`src/rtl/input_blk.sv`:
```
// ---------------------------------------------------------------------------
// input_blk -- UART receiver (8N1) with a first-word-fall-through byte FIFO.
//
// The asynchronous rx line is brought into the clk domain through a two-flop
// synchronizer (rxs). A small FSM locates the start bit, samples it at its
// middle, then samples each data bit (LSB first) and the stop bit one bit
// period apart. A good stop bit pushes the byte into the FIFO. A low stop bit
// discards the byte, pulses frame_err and parks the FSM until the line
// returns high.
//
// Parameters
//   FIFO_DEPTH : byte entries in the receive FIFO (power of 2, >= 2)
//   BAUD       : serial bit rate in bits/s
//   CLK_FREQ   : clk frequency in Hz; CLK_FREQ/BAUD must be an integer >= 4
//
// Ports
//   clk       in   system clock, rising edge
//   rst       in   synchronous active-high reset
//   rx        in   asynchronous serial line, idle high
//   get       in   pop request; ignored while empty
//   out       out  [7:0] FIFO head byte, 8'h00 while empty
//   empty     out  FIFO holds no bytes
//   full      out  FIFO holds FIFO_DEPTH bytes
//   overrun   out  one-cycle pulse: completed byte dropped, FIFO was full
//   frame_err out  one-cycle pulse: stop bit sampled low, byte discarded
// ---------------------------------------------------------------------------
module input_blk #(
    parameter int FIFO_DEPTH = 4,
    parameter int BAUD       = 10_000_000,
    parameter int CLK_FREQ   = 100_000_000
) (
    input  logic       clk,
    input  logic       rst,
    input  logic       rx,
    input  logic       get,
    output logic [7:0] out,
    output logic       empty,
    output logic       full,
    output logic       overrun,
    output logic       frame_err
);

    // -----------------------------------------------------------------------
    // Derived constants
    // -----------------------------------------------------------------------
    localparam int CLKS_PER_BIT = CLK_FREQ / BAUD;
    localparam int CNT_W        = $clog2(CLKS_PER_BIT);
    localparam int PTR_W        = $clog2(FIFO_DEPTH);
    localparam int OCC_W        = PTR_W + 1;

    // Last count of a full bit period, and of the half period used to land
    // the start-bit sample in the middle of the bit.
    localparam logic [CNT_W-1:0] BIT_LAST  = CNT_W'(CLKS_PER_BIT - 1);
    localparam logic [CNT_W-1:0] HALF_LAST = CNT_W'(CLKS_PER_BIT / 2 - 1);
    localparam logic [OCC_W-1:0] OCC_FULL  = OCC_W'(FIFO_DEPTH);

    // FSM encoding
    localparam logic [2:0] ST_IDLE      = 3'd0;
    localparam logic [2:0] ST_START     = 3'd1;
    localparam logic [2:0] ST_DATA      = 3'd2;
    localparam logic [2:0] ST_STOP      = 3'd3;
    localparam logic [2:0] ST_WAIT_IDLE = 3'd4;

    // -----------------------------------------------------------------------
    // Input synchronizer. Both flops reset high so a reset never looks like
    // the falling edge of a start bit.
    // -----------------------------------------------------------------------
    logic rx_meta;
    logic rxs;

    always_ff @(posedge clk) begin
        if (rst) begin
            rx_meta <= 1'b1;
            rxs     <= 1'b1;
        end else begin
            rx_meta <= rx;
            rxs     <= rx_meta;
        end
    end

    // -----------------------------------------------------------------------
    // Frame decoder
    // -----------------------------------------------------------------------
    logic [2:0]       state;
    logic [CNT_W-1:0] cnt;
    logic [2:0]       bit_idx;
    logic [7:0]       shreg;

    logic half_hit;     // start-bit sample point
    logic bit_hit;      // data/stop sample point
    logic stop_sample;  // this edge samples the stop bit
    logic push;         // stop bit good: byte goes to the FIFO this edge
    logic bad_stop;     // stop bit low: byte discarded this edge

    assign half_hit    = (cnt == HALF_LAST);
    assign bit_hit     = (cnt == BIT_LAST);
    assign stop_sample = (state == ST_STOP) && bit_hit;
    assign push        = stop_sample &&  rxs;
    assign bad_stop    = stop_sample && !rxs;

    always_ff @(posedge clk) begin
        if (rst) begin
            state   <= ST_IDLE;
            cnt     <= '0;
            bit_idx <= '0;
            shreg   <= '0;
        end else begin
            case (state)
                ST_IDLE: begin
                    cnt     <= '0;
                    bit_idx <= '0;
                    if (!rxs)
                        state <= ST_START;
                end

                // Re-check the line half a bit in; a high level here means
                // the falling edge was a glitch and nothing is recorded.
                ST_START: begin
                    if (half_hit) begin
                        cnt     <= '0;
                        bit_idx <= '0;
                        state   <= rxs ? ST_IDLE : ST_DATA;
                    end else begin
                        cnt <= cnt + CNT_W'(1);
                    end
                end

                ST_DATA: begin
                    if (bit_hit) begin
                        cnt            <= '0;
                        shreg[bit_idx] <= rxs;
                        bit_idx        <= bit_idx + 3'd1;
                        if (bit_idx == 3'd7)
                            state <= ST_STOP;
                    end else begin
                        cnt <= cnt + CNT_W'(1);
                    end
                end

                // The push/discard decision is made combinationally from
                // stop_sample; the FSM only has to choose where to go next.
                // Going straight to IDLE lets a start bit that immediately
                // follows the stop bit be seen on the very next cycle.
                ST_STOP: begin
                    if (bit_hit) begin
                        cnt   <= '0;
                        state <= rxs ? ST_IDLE : ST_WAIT_IDLE;
                    end else begin
                        cnt <= cnt + CNT_W'(1);
                    end
                end

                // A line stuck low would otherwise decode as endless 8'h00
                // frames with bad stop bits; wait for it to return high.
                ST_WAIT_IDLE: begin
                    cnt <= '0;
                    if (rxs)
                        state <= ST_IDLE;
                end

                default: begin
                    state <= ST_IDLE;
                    cnt   <= '0;
                end
            endcase
        end
    end

    // -----------------------------------------------------------------------
    // Receive FIFO (first-word fall-through)
    // -----------------------------------------------------------------------
    logic [7:0]       mem [FIFO_DEPTH];
    logic [PTR_W-1:0] wr_ptr;
    logic [PTR_W-1:0] rd_ptr;
    logic [OCC_W-1:0] occ;

    logic pop;      // a pop actually happens this edge
    logic wr_en;    // a push actually happens this edge
    logic drop;     // push refused: FIFO full and no pop to make room

    assign empty = (occ == '0);
    assign full  = (occ == OCC_FULL);

    // A pop on an empty FIFO is ignored. When full, a simultaneous pop frees
    // the slot the incoming byte needs, so both take effect.
    assign pop   = get && !empty;
    assign wr_en = push && (!full || pop);
    assign drop  = push && full && !get;

    // Storage has no reset; occupancy alone decides what is valid.
    always_ff @(posedge clk) begin
        if (wr_en)
            mem[wr_ptr] <= shreg_final(shreg, bit_idx, rxs);
    end

    always_ff @(posedge clk) begin
        if (rst) begin
            wr_ptr <= '0;
            rd_ptr <= '0;
            occ    <= '0;
        end else begin
            if (wr_en)
                wr_ptr <= wr_ptr + PTR_W'(1);
            if (pop)
                rd_ptr <= rd_ptr + PTR_W'(1);
            case ({wr_en, pop})
                2'b10:   occ <= occ + OCC_W'(1);
                2'b01:   occ <= occ - OCC_W'(1);
                default: occ <= occ;
            endcase
        end
    end

    assign out = empty ? 8'h00 : mem[rd_ptr];

    // -----------------------------------------------------------------------
    // Status pulses, registered so each lasts exactly one cycle after the
    // stop-bit sample that caused it.
    // -----------------------------------------------------------------------
    always_ff @(posedge clk) begin
        if (rst) begin
            overrun   <= 1'b0;
            frame_err <= 1'b0;
        end else begin
            overrun   <= drop;
            frame_err <= bad_stop;
        end
    end

    // The shift register already holds all eight data bits by the time the
    // stop bit is sampled; this helper exists only to keep the write data
    // expression readable and to consume the unused sample arguments.
    function automatic logic [7:0] shreg_final(input logic [7:0] sr,
                                               input logic [2:0] idx,
                                               input logic       s);
        logic unused;
        unused = ^{idx, s};
        return sr | {7'd0, unused & 1'b0};
    endfunction

endmodule

```
`config.mk`:
```
export PLATFORM = sky130hd
export DESIGN_NAME = input_blk
export DESIGN_NICKNAME = d
export VERILOG_FILES = /design/src/rtl/input_blk.sv
export SDC_FILE = /design/constraint.sdc
export NUM_CORES = 1
export LEC_CHECK = 0
export BUFFER_PORTS_ARGS = -buffer_cell sky130_fd_sc_hd__buf_2
export CORE_MARGIN = 2
export CORE_UTILIZATION = 55
export CTS_BUF_LIST = sky130_fd_sc_hd__clkbuf_4
export DETAILED_ROUTE_END_ITERATION = 6
export HOLD_SLACK_MARGIN = 0.06
export PLACE_DENSITY = 0.75
export RECOVER_POWER = 50
export SLEW_MARGIN = 20
export SYNTH_ARGS = -nofsm -noshare
export SYNTH_HDL_FRONTEND = slang
export SYNTH_SLANG_ARGS = --single-unit
export TNS_END_PERCENT = 100
```
`constraint.sdc`:
```
create_clock -name clk -period 2.6 [get_ports clk]
set_clock_uncertainty 0.15 [all_clocks]
set_input_delay 0 -clock clk [delete_from_list [all_inputs] [get_ports clk]]
set_output_delay 0 -clock clk [all_outputs]
set_load 0.02 [all_outputs]
```
# Word level (Yosys, flattened, before mapping)
# Memories as Yosys holds them, arrays and structs flattened. A register that Yosys moved wholly into a read port is not among the register bits.
# Cells that the tools add are included.
classes:
  reduce_logical: 21
  n_addsub: 6
  eq_ne: 16
  muxes: 24
  magnitude_cmp: 2
ops:
  columns: ["cell", "n"]
  rows:
  - ["3-bit 2-to-1 mux", 9]
  - ["3-bit case mux with 5 select lines", 1]
  - ["2-bit inequality test (second input constant)", 6]
  - ["3-bit equality test (second input constant)", 3]
  - ["3-bit case mux with 3 select lines", 1]
  - ["8-bit bitwise mux", 1]
  - ["1-bit logical AND", 8]
  - ["4-bit 2-to-1 mux", 2]
  - ["8-bit 2-to-1 mux", 1]
  - ["4-bit case mux with 2 select lines", 1]
  - ["3-bit by 1-bit adder with 3-bit output (second input constant)", 2]
  - ["3-bit by 2-bit equality test with 1-bit output (second input constant)", 2]
  - ["3-bit zero test", 2]
  - ["2-bit 2-to-1 mux", 3]
  - ["3-bit case mux with 2 select lines", 1]
  - ["6-bit AND reduction", 1]
  - ["2-bit by 1-bit adder with 2-bit output (second input constant)", 2]
  - ["4-bit by 1-bit adder with 4-bit output (second input constant)", 1]
  - ["4-bit by 3-bit equality test with 1-bit output (second input constant)", 1]
  - ["4-bit equality test (second input constant)", 1]
  - ["1-bit zero test", 4]
  - ["3-bit by 4-bit < comparator with 1-bit output (second input constant)", 1]
  - ["1-bit demux with 3-bit select", 1]
  - ["3-bit by 1-bit equality test with 1-bit output (second input constant)", 1]
  - ["11 further kinds", 13]
totals:
  ramBits: 32
  out_inout_bits: 12
  memories: 1
  input_bits: 4
  ff_bits: 29
memory_table:
  columns: ["name", "depth", "width", "rd", "rd_clocked_by_memory_dff", "write_ports", "line_no", "source"]
  rows:
  - ["mem", 4, 8, 1, 1, 1, "172", "logic [7:0] mem [FIFO_DEPTH];"]

# Depth between registers and ports, before layout
logic_depth:
  word_depth: 7
  depth_mapped: 10

# Worst setup path before layout
# No wires, ideal clock.
synth_timing:
  path_kind: "register -> register"
  start: "register cnt[0]"
  end: "register occ[2]"
  period_less_slack_ps: 2249
  path_slack_ps: 351
  stages_incl_launch_ff: 9
  required_ps: 2380
  t_arrival_ps: 2029
  path_cell_list: "dfxtp_1 ha_1 and3b_1 buf_2 a31oi_4 fa_1 or3_1 o221a_1 a21oi_1"
synth_between:
  elab_chain_len: 6
  elab_cells_between_ends: 8
  cone_classes: "3 x eq/ne; 1 x mux; 4 x reduce/logical"
synth_lines:
  columns: ["element", "line_no", "source"]
  rows:
  - ["from (decl)", "85", "logic [CNT_W-1:0] cnt;"]
  - ["from (signal assigned)", "124", "cnt <= cnt + CNT_W'(1);"]
  - ["from (signal assigned)", "136", "cnt <= cnt + CNT_W'(1);"]
  - ["from (signal assigned)", "149", "cnt <= cnt + CNT_W'(1);"]
  - ["4-bit equality test (*)", "96", "assign bit_hit = (cnt == BIT_LAST);"]
  - ["1-bit logical AND (*)", "97", "assign stop_sample = (state == ST_STOP) && bit_hit;"]
  - ["1-bit logical AND (*)", "98", "assign push = stop_sample && rxs;"]
  - ["1-bit logical AND (*)", "187", "assign wr_en = push && (!full || pop);"]
  - ["2-bit by 1-bit equality test with 1-bit output / 2-bit equality test (equally long branches)", "206", "case ({wr_en, pop})"]
  - ["3-bit case mux with 2 select lines / 2-bit nonzero test (equally long branches)", null, null]
  - ["to (signal assigned)", "207", "2'b10: occ <= occ + OCC_W'(1);"]
  - ["to (signal assigned)", "208", "2'b01: occ <= occ - OCC_W'(1);"]
  - ["to (decl)", "175", "logic [OCC_W-1:0] occ;"]
# Mark *: on every way between the ends. The rest lies on a longest branch, timed or not.
# A chain may end at the register's enable or synchronous reset.

# Worst setup path in the final report
layout_timing:
  start: "register cnt[0]"
  end: "register overrun"
layout_between:
  elab_chain_len: 5
layout_lines:
  columns: ["element", "line_no", "source"]
  rows:
  - ["4-bit equality test", "96", null]
  - ["1-bit logical AND", "97", null]
  - ["1-bit logical AND", "98", null]
  - ["1-bit logical AND (2 in a row)", "188", "assign drop = push && full && !get;"]
  - ["to (signal assigned)", "225", "overrun <= drop;"]
  - ["to (decl)", "39", "output logic overrun,"]
# Every way passes these cells.

==> summary.md <==
| Metric | Value |
|---|---|
| Outcome | `finished, final reports clean` |
| Core area | `4790 µm²` |
| Syn Inst Count | `213` |
| Commonest non-fill, non-tap cell in the layout | `edfxtp_1` |
| Routed vias | `1641` |
| Htree depth | `3` |
| Filler cells | `389` |
| Post-cts resize count | `0` |
| Clock Tree Buf Depth | `2` |
| Drt pass-1 iters | `4` |
| Arr. time, crit path | `2.58 ns` |
| Clock latency at the later pin of the worst-skew pair | `0.40 ns` |
| Post-route ant nets | `0` |
| FP Rows | `25` |
| Via density | `5.35` |
| Tmin final | `2.38 ns` |
| Aggregate global routing overflow | `0` |
| Largest net degree at the start of global routing | `30` |
| First-pass GRT wire length | `7260 µm` |
| Place WS | `0.287 ns` |
| Synth area leader | `edfxtp_1` |
| Min Hold Slack | `0.180 ns` |
| Most frequent cells in the layout | `32 x edfxtp_1, 31 x dfxtp_1, 19 x nor2_1, 12 x nor2b_1, 12 x buf_2` |
| Vias in the first global route | `1445` |
| # IOs | `16` |
| Final hold vios | `0` |
| F_max | `0.420 GHz` |
| Fin. max-slew vios | `0` |
| Worst slew pin tran | `1.22 ns` |
| CTS buffer count | `9` |
| Die Ht | `75.1 µm` |
| RSZ-0062 raised after global routing | `no` |
| Fin crit share | `91.6%` |
| Share of cells above drive strength 1 | `20.8%` |
| MaxCap Viol Count | `0` |
| Root Driver | `clkbuf_4` |
| Fin area | `3040 µm²` |
| VDD IR max | `0.298 mV` |
| Routed len/inst | `14.7 µm` |
| Die Width | `75.1 µm` |
| Initial antenna violation count | `0` |
| GP Congestion | `0.746` |
| Leakage power | `1.13 nW` |
| Avg Inst Size Synth | `13.0 µm²` |
| DR iter-0 viols | `155` |
| Async SR Flop Fraction | `0%` |
| Mapped cell area | `2780 µm²` |
| Yosys synthesis warning count | `0` |
| Final WS setup | `0.218 ns` |
| Final wirelength | `4520 µm` |
| Seq/Total Area, Yosys | `57.0%` |
| CTS tree | `yes` |
| Req. time, crit path | `2.80 ns` |
| Cell area after placement | `2900 µm²` |
| Setup_tns | `0 ns` |
| CP Max Fanout | `15` |
| Slew headroom | `18.8%` |
| Synthesized Nets | `227` |
| Number of diodes | `0` |
| Leading post-synthesis cells by cell area | `edfxtp_1 35%, dfxtp_1 22%, mux4_2 6.5%, ha_1 4.1%, mux2i_1 3.6%` |
| Share of the synthesized area in the top cell type | `34.6%` |
| Final #Nets | `249` |
| Total GRT Usage | `18.5%` |
| DRC Markers | `0` |
| Die ar. | `5630 µm²` |
| Endpoint class of the critical path | `register` |
| Synth-to-Final Area Change | `9.42%` |
| Nature of the critical path startpoint | `register` |
| I/O Buffers | `15` |
| Clk sink count | `63` |
| Starting Density | `58.0%` |
| Synth Flop Type | `edfxtp_1` |
| Synth unique cells | `48` |
| Hold Crit Class | `in -> reg` |
| Number of synthesized flops with an enable pin | `32` |
| Final setup violation count | `0` |
| CP Class | `reg -> reg` |
| Seq cells post-synth | `63` |
| Pwr dens | `527 nW/µm²` |
| Post-DP HPWL | `3020 µm` |
| CTS clock-pin slew for the worst setup and hold paths | `0.10 ns` |
-- flip-flops by register name (all words and copies together), names as in the netlist, named ones only --
signal	cells
state	3
mem	32
rd_ptr	2
wr_ptr	2
bit_idx	3
rx_meta	1
rxs	1
overrun	1
shreg	8
occ	3
cnt	4
frame_err	1
-- metrics by stage --
stage                     std cells  total power, mW  utilization, %
after floorplan                 213             1.08               -
after global placement          287             1.09            60.6
after detailed placement        287             1.09            60.6
after CTS                       307             1.61            63.7
after global routing            307             1.66            63.5
final                           307             1.60            63.5
-- power by group --
group / leakage (nW) / internal, mW / total [mW] / switching, mW
Combinational: 0.523 / 0.0115 / 0.0287 / 0.0172
Sequential: 0.547 / 1.04 / 1.04 / 0.00387
Clock: 0.0617 / 0.209 / 0.532 / 0.324
-- metal layers --
metal | up-vias | GRT usage (%) | share of wire (%)
met1 | 777 | 25.0 | 47
met4 | 0 | 8.33 | 1.5
li1 | 825 | - | -
met2 | 31 | 26.2 | 47
met3 | 8 | 7.63 | 3.9
met5 | - | 0 | 0
-- layout make-up --
type                    count  area, µm²  area share, %
clock buffers              11       82.6           2.72
clock inverters             5       25.0          0.824
inverters                   9       33.8           1.11
multi-input cells         129       1090           36.0
flip-flops and latches     63       1580           52.1
well taps                  67       83.8           2.76
repair buffers             23        138           4.53
-- synth_stat cells, types with 3 or more instances --
cell	number
or3_1	4
clkbuf_1	4
o21ai_0	4
nor3_1	4
mux2i_1	10
inv_1	9
and2_2	4
a31oi_1	3
buf_2	4
nor2b_1	12
ha_1	9
nor2_1	19
mux4_2	8
dfxtp_1	31
nand4b_1	4
nand4_1	6
nand2_1	5
xnor2_1	3
edfxtp_1	32
-- logic make-up (layout without fill, tap and decap cells) --
logic type | Yosys count | after routing | synth area share (%)
DFF | 63 | 63 | 57.0
and+or+nand+nor | 75 | 75 | 16.1
buffers and inverters | 21 | 48 | 3.56
adders and majority gates | 10 | 10 | 4.78
AOI/OAI and AO/OA | 21 | 21 | 6.72
muxes | 19 | 19 | 10.6
xor gates and xnor gates | 4 | 4 | 1.26
-- path summary, 6_finish.rpt --
kind	to	slack, ns	startpoint	cells after the start
worst max-delay path	overrun	0.22	cnt[0]	6
worst min-delay path	rx_meta	0.18	rx	3
worst max register to register	overrun	0.22	cnt[0]	6
worst min register to register	rxs	0.26	rx_meta	1
-- worst max-delay path, cell delays in order, from the launching register on --
cell,delay [ns]
dfxtp_1,0.40
ha_1,0.20
and3b_1,0.23
buf_4,0.22
and3_4,0.24
nor4b_1,0.30
dlygate4sd3_1,0.60
-- timing repair --
item                      in CTS  in global routing
hold buffers                   4                  0
hold endpoints to repair      23                  0
setup buffers                  0                  0
Power figures use the tool's default switching activity.
